==> config.mk <==
export PLATFORM = sky130hd
export DESIGN_NAME = uart_rx_fifo
export DESIGN_NICKNAME = d
export VERILOG_FILES = /design/src/rtl/uart_rx_fifo.sv
export SDC_FILE = /design/constraint.sdc
export NUM_CORES = 1
export LEC_CHECK = 0
export CORE_MARGIN = 2
export CORE_UTILIZATION = 40
export CTS_CLUSTER_DIAMETER = 80
export DETAILED_ROUTE_END_ITERATION = 6
export SKIP_LAST_GASP = 1
export SLEW_MARGIN = 20
export SYNTH_ARGS = -nofsm -noshare
export SYNTH_HDL_FRONTEND = slang
export SYNTH_SLANG_ARGS = --single-unit
==> constraint.sdc <==
create_clock -name sys_clk -period 5.3 [get_ports sys_clk]
set_input_delay 1.06 -clock sys_clk [delete_from_list [all_inputs] [get_ports sys_clk]]
set_output_delay 1.06 -clock sys_clk [all_outputs]
set_load 0.01 [all_outputs]
==> src/rtl/uart_rx_fifo.sv <==
// Oversampled UART receiver with majority-vote bit sampling, glitch-filtered start,
// break detection and a small RX FIFO drained over valid/ready.
//
// state     | meaning
// ----------+-----------------------------------------------------------
// S_IDLE    | line idle, waiting for a low sample on a baud tick
// S_START   | start bit; a majority-1 vote rejects it as a glitch
// S_DATA    | 5..8 data bits, LSB first
// S_PARITY  | parity bit (only when pen was set at frame start)
// S_STOP1   | first stop bit; the push happens here when stb=0
// S_STOP2   | second stop bit (stb=1)
// S_WAIT_HI | last stop sampled low, waiting for the line to go high
module uart_rx_fifo #(
    parameter int OVERSAMPLE  = 16,
    parameter int FIFO_DEPTH  = 4,
    parameter int SYNC_STAGES = 2
) (
    input  logic                               sys_clk,
    input  logic                               reset,
    input  logic                               baud_tick,
    input  logic                               rxd_i,
    input  logic [1:0]                         wls,
    input  logic                               pen,
    input  logic                               sticky_parity,
    input  logic                               eps,
    input  logic                               stb,
    input  logic                               ovr_clr_i,
    input  logic                               rx_ready_i,
    output logic                               rx_valid_o,
    output logic [7:0]                         rx_data_o,
    output logic                               parity_error_o,
    output logic                               frame_error_o,
    output logic                               break_o,
    output logic                               overrun_o,
    output logic [$clog2(FIFO_DEPTH+1)-1:0]    fifo_count_o
);

    localparam int TW    = $clog2(OVERSAMPLE);
    localparam int PTR_W = $clog2(FIFO_DEPTH);
    localparam int CNT_W = $clog2(FIFO_DEPTH+1);
    localparam logic [TW-1:0]    T_LO    = TW'(OVERSAMPLE/2 - 1);
    localparam logic [TW-1:0]    T_MID   = TW'(OVERSAMPLE/2);
    localparam logic [TW-1:0]    T_HI    = TW'(OVERSAMPLE/2 + 1);
    localparam logic [TW-1:0]    T_END   = TW'(OVERSAMPLE - 1);
    localparam logic [CNT_W-1:0] DEPTH_C = CNT_W'(FIFO_DEPTH);

    typedef enum logic [2:0] {
        S_IDLE, S_START, S_DATA, S_PARITY, S_STOP1, S_STOP2, S_WAIT_HI
    } state_t;

    logic [SYNC_STAGES-1:0] sync_q;
    logic                   rxd_s;

    always_ff @(posedge sys_clk) begin
        if (reset) sync_q <= '1;
        else       sync_q <= {sync_q[SYNC_STAGES-2:0], rxd_i};
    end
    assign rxd_s = sync_q[SYNC_STAGES-1];

    state_t         state;
    logic [TW-1:0]  tcnt;
    logic           s_lo, s_mid;
    logic [2:0]     bit_idx;
    logic [7:0]     data_q;
    logic           par_err_q, frm_err_q, par_zero_q, brk_q;
    logic [1:0]     wls_q;
    logic           pen_q, sp_q, eps_q, stb_q;
    logic           push_q;
    logic [10:0]    entry_q;

    logic       maj, resolve, wrap, exp_par, brk_now;
    logic [2:0] last_idx;

    assign maj      = (s_lo & s_mid) | (s_lo & rxd_s) | (s_mid & rxd_s);
    assign resolve  = baud_tick && (tcnt == T_HI);
    assign wrap     = baud_tick && (tcnt == T_END);
    assign last_idx = 3'd4 + {1'b0, wls_q};
    assign brk_now  = (data_q == 8'h00) && par_zero_q && !maj;

    // Unused data MSBs are held at zero, so a full-width reduction is exact.
    always_comb begin
        exp_par = 1'b0;
        case ({sp_q, eps_q})
            2'b00: exp_par = ~^data_q;
            2'b01: exp_par = ^data_q;
            2'b10: exp_par = 1'b1;
            2'b11: exp_par = 1'b0;
            default: exp_par = 1'b0;
        endcase
    end

    always_ff @(posedge sys_clk) begin
        if (reset) begin
            state      <= S_IDLE;
            tcnt       <= '0;
            s_lo       <= 1'b1;
            s_mid      <= 1'b1;
            bit_idx    <= '0;
            data_q     <= '0;
            par_err_q  <= 1'b0;
            frm_err_q  <= 1'b0;
            par_zero_q <= 1'b1;
            brk_q      <= 1'b0;
            wls_q      <= '0;
            pen_q      <= 1'b0;
            sp_q       <= 1'b0;
            eps_q      <= 1'b0;
            stb_q      <= 1'b0;
            push_q     <= 1'b0;
            entry_q    <= '0;
        end else begin
            push_q <= 1'b0;
            if (baud_tick && state != S_IDLE && state != S_WAIT_HI) begin
                tcnt <= (tcnt == T_END) ? '0 : tcnt + TW'(1);
                if (tcnt == T_LO)  s_lo  <= rxd_s;
                if (tcnt == T_MID) s_mid <= rxd_s;
            end
            case (state)
                S_IDLE: begin
                    if (baud_tick && !rxd_s) begin
                        state      <= S_START;
                        tcnt       <= '0;
                        wls_q      <= wls;
                        pen_q      <= pen;
                        sp_q       <= sticky_parity;
                        eps_q      <= eps;
                        stb_q      <= stb;
                        bit_idx    <= '0;
                        data_q     <= '0;
                        par_err_q  <= 1'b0;
                        frm_err_q  <= 1'b0;
                        par_zero_q <= 1'b1;
                        brk_q      <= 1'b0;
                    end
                end
                S_START: begin
                    if (resolve && maj) state <= S_IDLE;
                    else if (wrap)      state <= S_DATA;
                end
                S_DATA: begin
                    if (resolve) data_q[bit_idx] <= maj;
                    if (wrap) begin
                        if (bit_idx == last_idx) state <= pen_q ? S_PARITY : S_STOP1;
                        else                     bit_idx <= bit_idx + 3'd1;
                    end
                end
                S_PARITY: begin
                    if (resolve) begin
                        par_err_q  <= (maj != exp_par);
                        par_zero_q <= ~maj;
                    end
                    if (wrap) state <= S_STOP1;
                end
                S_STOP1: begin
                    if (resolve) begin
                        frm_err_q <= ~maj;
                        brk_q     <= brk_now;
                        if (!stb_q) begin
                            push_q  <= 1'b1;
                            entry_q <= {brk_now, ~maj, par_err_q, data_q};
                            state   <= maj ? S_IDLE : S_WAIT_HI;
                        end
                    end
                    if (wrap) state <= S_STOP2;
                end
                S_STOP2: begin
                    if (resolve) begin
                        push_q  <= 1'b1;
                        entry_q <= {brk_q, frm_err_q | ~maj, par_err_q, data_q};
                        state   <= maj ? S_IDLE : S_WAIT_HI;
                    end
                end
                S_WAIT_HI: begin
                    if (rxd_s) state <= S_IDLE;
                end
                default: state <= S_IDLE;
            endcase
        end
    end

    logic [10:0]      mem [FIFO_DEPTH];
    logic [PTR_W-1:0] wr_ptr, rd_ptr;
    logic [CNT_W-1:0] count_q;
    logic             ovr_q;
    logic             pop, full, wr_en;
    logic [10:0]      head;

    assign pop   = rx_valid_o && rx_ready_i;
    assign full  = (count_q == DEPTH_C);
    assign wr_en = push_q && (!full || pop);

    always_ff @(posedge sys_clk) begin
        if (wr_en) mem[wr_ptr] <= entry_q;
    end

    always_ff @(posedge sys_clk) begin
        if (reset) begin
            wr_ptr  <= '0;
            rd_ptr  <= '0;
            count_q <= '0;
            ovr_q   <= 1'b0;
        end else begin
            if (wr_en) wr_ptr <= wr_ptr + PTR_W'(1);
            if (pop)   rd_ptr <= rd_ptr + PTR_W'(1);
            if (wr_en && !pop)      count_q <= count_q + CNT_W'(1);
            else if (!wr_en && pop) count_q <= count_q - CNT_W'(1);
            // A drop and a clear in the same cycle leave the flag set.
            if (push_q && full && !pop) ovr_q <= 1'b1;
            else if (ovr_clr_i)         ovr_q <= 1'b0;
        end
    end

    assign head           = mem[rd_ptr];
    assign rx_valid_o     = (count_q != '0);
    assign rx_data_o      = rx_valid_o ? head[7:0] : 8'h00;
    assign parity_error_o = rx_valid_o & head[8];
    assign frame_error_o  = rx_valid_o & head[9];
    assign break_o        = rx_valid_o & head[10];
    assign overrun_o      = ovr_q;
    assign fifo_count_o   = count_q;

endmodule
==> results.cfg, run 1 <==
[run_status]
outcome = finished, final reports clean

[critical_path]
path_delay_family = flip-flops
critPathBufInv = 1
cp_slowest_stage_delay_ns = 0.82
path_cells = mux4_2 > and2_1 > clkdlybuf4s50_1
r2r-end = fifo_count_o[2]$_SDFFE_PP0P_
worst_setup_path_start_kind = flip-flop
crit_arrival_ns = 2.41
r2r_cells = 8
regToRegSetupSlack_ns = 2.82
cp_max_fo = 11
critPathSlowestCell = dfxtp_1
endpoint_kind = output port
r2r-start = fifo_count_o[0]$_SDFFE_PP0P_
cp_data_required_time_ns = 4.24
critPathKind = flip-flop to output port

[place]
routabilityCongestion = 0.825
place_hpwl_mm = 5.21
port-buffer-count = 27

[global_routing]
antenna_found_initial = 0
grt_max_degree = 49
track_usage_pct = 14.3
grt_pass1_wl_mm = 12.9
grt_pass1_vias = 2612
globalRoute.totalOverflow = 0

[pwr]
switching_power_uw = 343
p_seq_share_pct = 60.1
powerDensity_mw_per_mm2 = 276
peakVddDrop_v = 0.000132
power.leakage_nw = 1.64
swShare_pct = 25.4
internal_power_mw = 1.01
clockPowerShare_pct = 33.7
p_total_mw = 1.35
combPwrFrac_pct = 6.3

[floorplanning]
die_width_um = 109
die-area_sq_mm = 0.0118
die_h_um = 109
row_count = 38
start_util_pct = 40.7
io_pins = 28
coreArea_sq_mm = 0.0107

[timing]
hold_viol = 0
setup-tns-final_ns = 0
tightest_slew_ns = 0.882
drv_slew = 0
final.min_clock_period_ns = 3.47
rsz0062_at_grt = false
setup_viol = 0
fin_worst_skew_ns = 0.00673
slew_headroom_pct = 41.2
period_share_pct = 65.4
fmax_mhz = 288

[logic_synthesis]
ys_ff_latch = 98
synth_ff_type = dfxtp_1
postSynthAreaPerCell_sq_um = 11.6
synth-edff-count = 44
async_flop_share_pct = 0
yosysWarnings = 0
synth_cell_types = 57
syn-num-nets = 404
synth_seq_area_share_pct = 55.0
syn_inst = 378
synth_area_sq_mm = 0.00437

[clock_tree]
cts_max_level = 3
clock_path_buffers = 2
cts_tree = built
clk_latency_ns = 0.36
ctsResizeCount = 0
holdBufCountCts = 0
clkSlewWorstSetupHoldPaths_ns = 0.09
clkSinkCount = 98
cts-root-buf = clkbuf_8
cts_setup_buffers = 0
cts_made_buffers = 9

[route]
routed_wl_mm = 7.81
vias = 2808
met3WireLength_um = 195
top_layer = met4
route.met2.wl_mm = 3.74
wire_per_inst_um = 14.4
first_iter_violations = 100
drt_pass1_iterations = 4
postRouteAntennaNets = 0
drc = 0
vias_per_cell = 5.19
wl_met1_mm = 3.72

[finish]
antenna-diode-count = 0
nets = 422
final_util_pct = 45.5
drive_gt1_share_pct = 9.23
area_growth_pct = 12.0

[flow_run]
maxCapViolCount = 0

[hold_path]
hold-path-cell-count = 1
hold_path_class = flip-flop to flip-flop
min_to = sync_q[1]$_SDFF_PP1_
min-delay-start = sync_q[0]$_SDFF_PP1_
==> registers in the layout, summed over array words and instances (netlist names), 2 cells and up, named ones only <==
register / cells
mem: 44
entry_q: 11
data_q: 8
tcnt: 4
bit_idx: 3
fifo_count_o: 3
state: 3
rd_ptr: 2
sync_q: 2
wls_q: 2
wr_ptr: 2
==> area by class of cell <==
class / count / area (sq um)
sequential: 98 / 2400
fill: 1036 / 5850
tap: 140 / 175
timing repair buffer: 27 / 265
clock inverter: 7 / 61.3
multi-input combinational: 241 / 1790
clock buffer: 9 / 124
inverter: 19 / 71.3
==> metrics by stage <==
| stage | cell area, sq um | setup slack [ns] | hold WS (ns) | std cells |
|---|---|---|---|---|
| CTS | 4890 | 1.73 | 0.422 | 541 |
| detailed placement | 4710 | 1.87 | 0.398 | 525 |
| global route | 4890 | 1.63 | 0.446 | 541 |
| finish | 4890 | 1.83 | 0.421 | 541 |
| floorplan | 4370 | 2.61 | 0.389 | 378 |
| global placement | 4710 | 1.97 | 0.393 | 525 |
==> Yosys cell counts, drive strengths merged (11+ instances only) <==
master / count / share of area, %
ha: 13 / 3.7
nor2: 36 / 3.2
and2: 16 / 2.3
nand2: 30 / 2.6
inv: 18 / 1.5
edfxtp: 44 / 30
mux2i: 14 / 3.2
a21oi: 23 / 2.6
clkbuf: 12 / 1.0
dfxtp: 54 / 25
mux4: 11 / 5.7
==> metal layers <==
layer	up-vias	track usage, %
met4	0	6.23
met5	-	0
met1	1349	18.7
met3	11	3.07
li1	1410	-
met2	38	23.1
==> power by group through the flow <==
stage / Clock [mW] / Sequential (mW) / Combinational, mW
detailed placement: 0 / 0.828 / 0.0851
floorplan: 0 / 0.810 / 0.0795
global route: 0.498 / 0.813 / 0.0936
finish: 0.454 / 0.810 / 0.0848
global placement: 0 / 0.827 / 0.0843
CTS: 0.468 / 0.811 / 0.0856
==> logic make-up after synthesis <==
logic type	synth area share, %
AND/OR/NAND/NOR	14.7
flip-flops	55.0
AO/OA/AOI/OAI	9.97
buffers and inverters	3.98
multiplexers	8.88
XOR/XNOR	3.01
adder cells (fa/ha/maj)	4.44
==> how the worst max path moves through the flow <==
stage / depth (start not counted) / endpoint / slack (ns) / start
CTS: 3 / rx_data_o[0] / 1.73 / flip-flop
floorplan: 9 / fifo_count_o[2]$_SDFFE_PP0P_ / 2.61 / rx_ready_i
finish: 3 / frame_error_o / 1.83 / flip-flop
global route: 3 / rx_data_o[0] / 1.63 / flip-flop
global placement: 9 / fifo_count_o[2]$_SDFFE_PP0P_ / 1.97 / rx_ready_i
detailed placement: 9 / fifo_count_o[2]$_SDFFE_PP0P_ / 1.87 / rx_ready_i
==> placed cells by master (no fill, tap or decap), types with 4 or more instances in the layout <==
cell             synthesis  final
inv_1                   18     18
or4_1                    5      5
nor3_1                   4      4
clkdlybuf4s50_1          0     26
a21oi_1                 23     23
nor2_1                  35     35
or3_1                    4      4
clkbuf_8                 0      9
o21ai_0                  7      7
ha_1                    13     13
xor2_1                   7      7
dfxtp_1                 54     54
mux2i_1                 14     14
nand3_1                  5      5
nand2_1                 30     30
xnor2_1                  8      8
nor2b_1                  4      4
mux4_2                  11     11
and2_1                  16     16
o311ai_0                 6      6
edfxtp_1                44     44
==> worst reg2reg max path, cell delays in order, from the launching register on <==
cell	delay, ns
dfxtp_1	0.37
or3_1	0.59
nand2_1	0.19
ha_1	0.19
inv_1	0.06
fa_1	0.38
xor2_1	0.16
or3_1	0.31
a21oi_1	0.15
(Power assumes the default switching activity.)
==> run 2, diff against run 1 <==
clock period = 3.6 ns   (was 5.3 ns; I/O delays follow)
==> run 2 against run 1 <==
Critical path depth is 1 higher; die area stayed put; largest power group unchanged; via count is 0.82% lower; combinational power is 49% higher; critical path type unchanged; largest cell class unchanged; wire length is 2.2% higher; first-iteration DRC count is 34% higher; clock-buffer cell count stayed put; critical endpoint is now break_o; utilization is 0.47 points higher; clock skew is 0.0023 ns higher; cell count is 0.37% higher.
==> results.cfg, run 2 (same netlist as run 1, synthesis figures left out) <==
[pwr]
power.leakage_nw = 1.66
swShare_pct = 25.0
combPwrFrac_pct = 6.1
peakVddDrop_v = 0.000195
switching_power_uw = 520
internal_power_mw = 1.56
p_seq_share_pct = 57.3
clockPowerShare_pct = 36.6
powerDensity_mw_per_mm2 = 421

[critical_path]
endpoint_kind = output port
critPathBufInv = 2
regToRegSetupSlack_ns = 1.12
cp_slowest_stage_delay_ns = 0.52
cp_data_required_time_ns = 2.88
path_cells = buf_4 > mux4_2 > and2_1 > clkdlybuf4s50_1
worst_setup_path_start_kind = flip-flop
critPathKind = flip-flop to output port
crit_arrival_ns = 2.09
critPathSlowestCell = mux4_2
path_delay_family = buffers and inverters
cp_max_fo = 11

[place]
port-buffer-count = 27
dpl-instance-area_sq_mm = 0.00472
routabilityCongestion = 0.816
place_hpwl_mm = 5.36
place_ws_ns = 0.520

[timing]
hold_viol = 0
final.min_clock_period_ns = 2.81
drv_slew = 0
setup_ws_ns = 0.790
setup_viol = 0
slew_headroom_pct = 50.8
fin_worst_skew_ns = 0.00906
fmax_mhz = 356
rsz0062_at_grt = false
tightest_slew_ns = 0.730
setup-tns-final_ns = 0
period_share_pct = 78.1

[finish]
largest_reg_flops = 44
top_register = mem
layout_common_cells = dfxtp_1, edfxtp_1, nor2_1, nand2_1, clkdlybuf4s50_1
drive_gt1_share_pct = 9.93
final_common_cell = dfxtp_1
final_area_sq_mm = 0.00494
n_fill_cell = 1024
nets = 424
area_growth_pct = 13.1
top_regs = mem: 44 flops, entry_q: 11 flops, data_q: 8 flops
antenna-diode-count = 0

[clock_tree]
cts_max_level = 3
cts_setup_buffers = 0
clk_latency_ns = 0.36
clock_path_buffers = 2
holdBufCountCts = 0
cts_made_buffers = 9
cts_tree = built
clkSinkCount = 98
clkSlewWorstSetupHoldPaths_ns = 0.10
cts-root-buf = clkbuf_8
ctsResizeCount = 0

[route]
vias_per_cell = 5.13
postRouteAntennaNets = 0
drc = 0
first_iter_violations = 134
routed_wl_mm = 7.98
drt_pass1_iterations = 5
wire_per_inst_um = 14.7
vias = 2785

[hold_path]
hold_path_class = flip-flop to flip-flop

[floorplanning]
coreArea_sq_mm = 0.0107
io_pins = 28
row_count = 38
die-area_sq_mm = 0.0118
die_h_um = 109
start_util_pct = 40.7
die_width_um = 109

[run_status]
outcome = finished, final reports clean

[global_routing]
track_usage_pct = 14.5
globalRoute.totalOverflow = 0
grt_max_degree = 48
grt_pass1_vias = 2673
grt_pass1_wl_mm = 13.3
antenna_found_initial = 0

[flow_run]
maxCapViolCount = 0
==> run 2: power by group through the flow <==
| stage | Sequential [mW] | Combinational [mW] | Clock, mW |
|---|---|---|---|
| after CTS | 1.19 | 0.126 | 0.784 |
| after global placement | 1.22 | 0.125 | 0 |
| after detailed placement | 1.22 | 0.126 | 0 |
| final | 1.19 | 0.126 | 0.762 |
| after global routing | 1.20 | 0.141 | 0.819 |
| after floorplan | 1.19 | 0.117 | 0 |
==> run 2: layout make-up <==
| type | count | area, sq um | share of cell area, % |
|---|---|---|---|
| clock buffer | 9 | 124 | 2.51 |
| clock inverter | 7 | 96.3 | 1.95 |
| inverter | 19 | 71.3 | 1.44 |
| multi-input combinational | 241 | 1790 | 36.3 |
| sequential | 98 | 2400 | 48.6 |
| tap | 140 | 175 | 3.54 |
| timing repair buffer | 29 | 280 | 5.67 |
==> run 2: worst paths after layout <==
path,endpoint,from,cells past startpoint
setup / recovery,break_o,flip-flop,4
hold / removal,sync_q[1]$_SDFF_PP1_,sync_q[0]$_SDFF_PP1_,1
hold reg to reg,sync_q[1]$_SDFF_PP1_,sync_q[0]$_SDFF_PP1_,1
setup reg to reg,fifo_count_o[2]$_SDFFE_PP0P_,fifo_count_o[0]$_SDFFE_PP0P_,8
==> run 2: through the flow <==
stage                     cells  power [mW]  utilization, %  hold slack, ns
final                       543        2.08            46.0           0.416
after global routing        543        2.16            46.0           0.434
after CTS                   543        2.10            46.0           0.420
after detailed placement    527        1.34            43.9           0.395
after global placement      527        1.34            43.9           0.393
after floorplan             378        1.31               -           0.389
==> run 2: metal layers <==
layer  vias up  wire (um)  global-route usage [%]
met3         9        198                    2.35
met5         -          0                       0
met4         0         80                    4.40
li1       1410          -                       -
met2        42       3830                    24.2
met1      1324       3870                    19.4
==> run 2: worst register-to-register path, stage by stage, from the launching register on <==
cell and delay, ns:
dfxtp_1 0.38, or3_1 0.60, nand2_1 0.21, ha_1 0.20, inv_1 0.06, fa_1 0.37, xor2_1 0.16, or3_1 0.32
a21oi_1 0.14
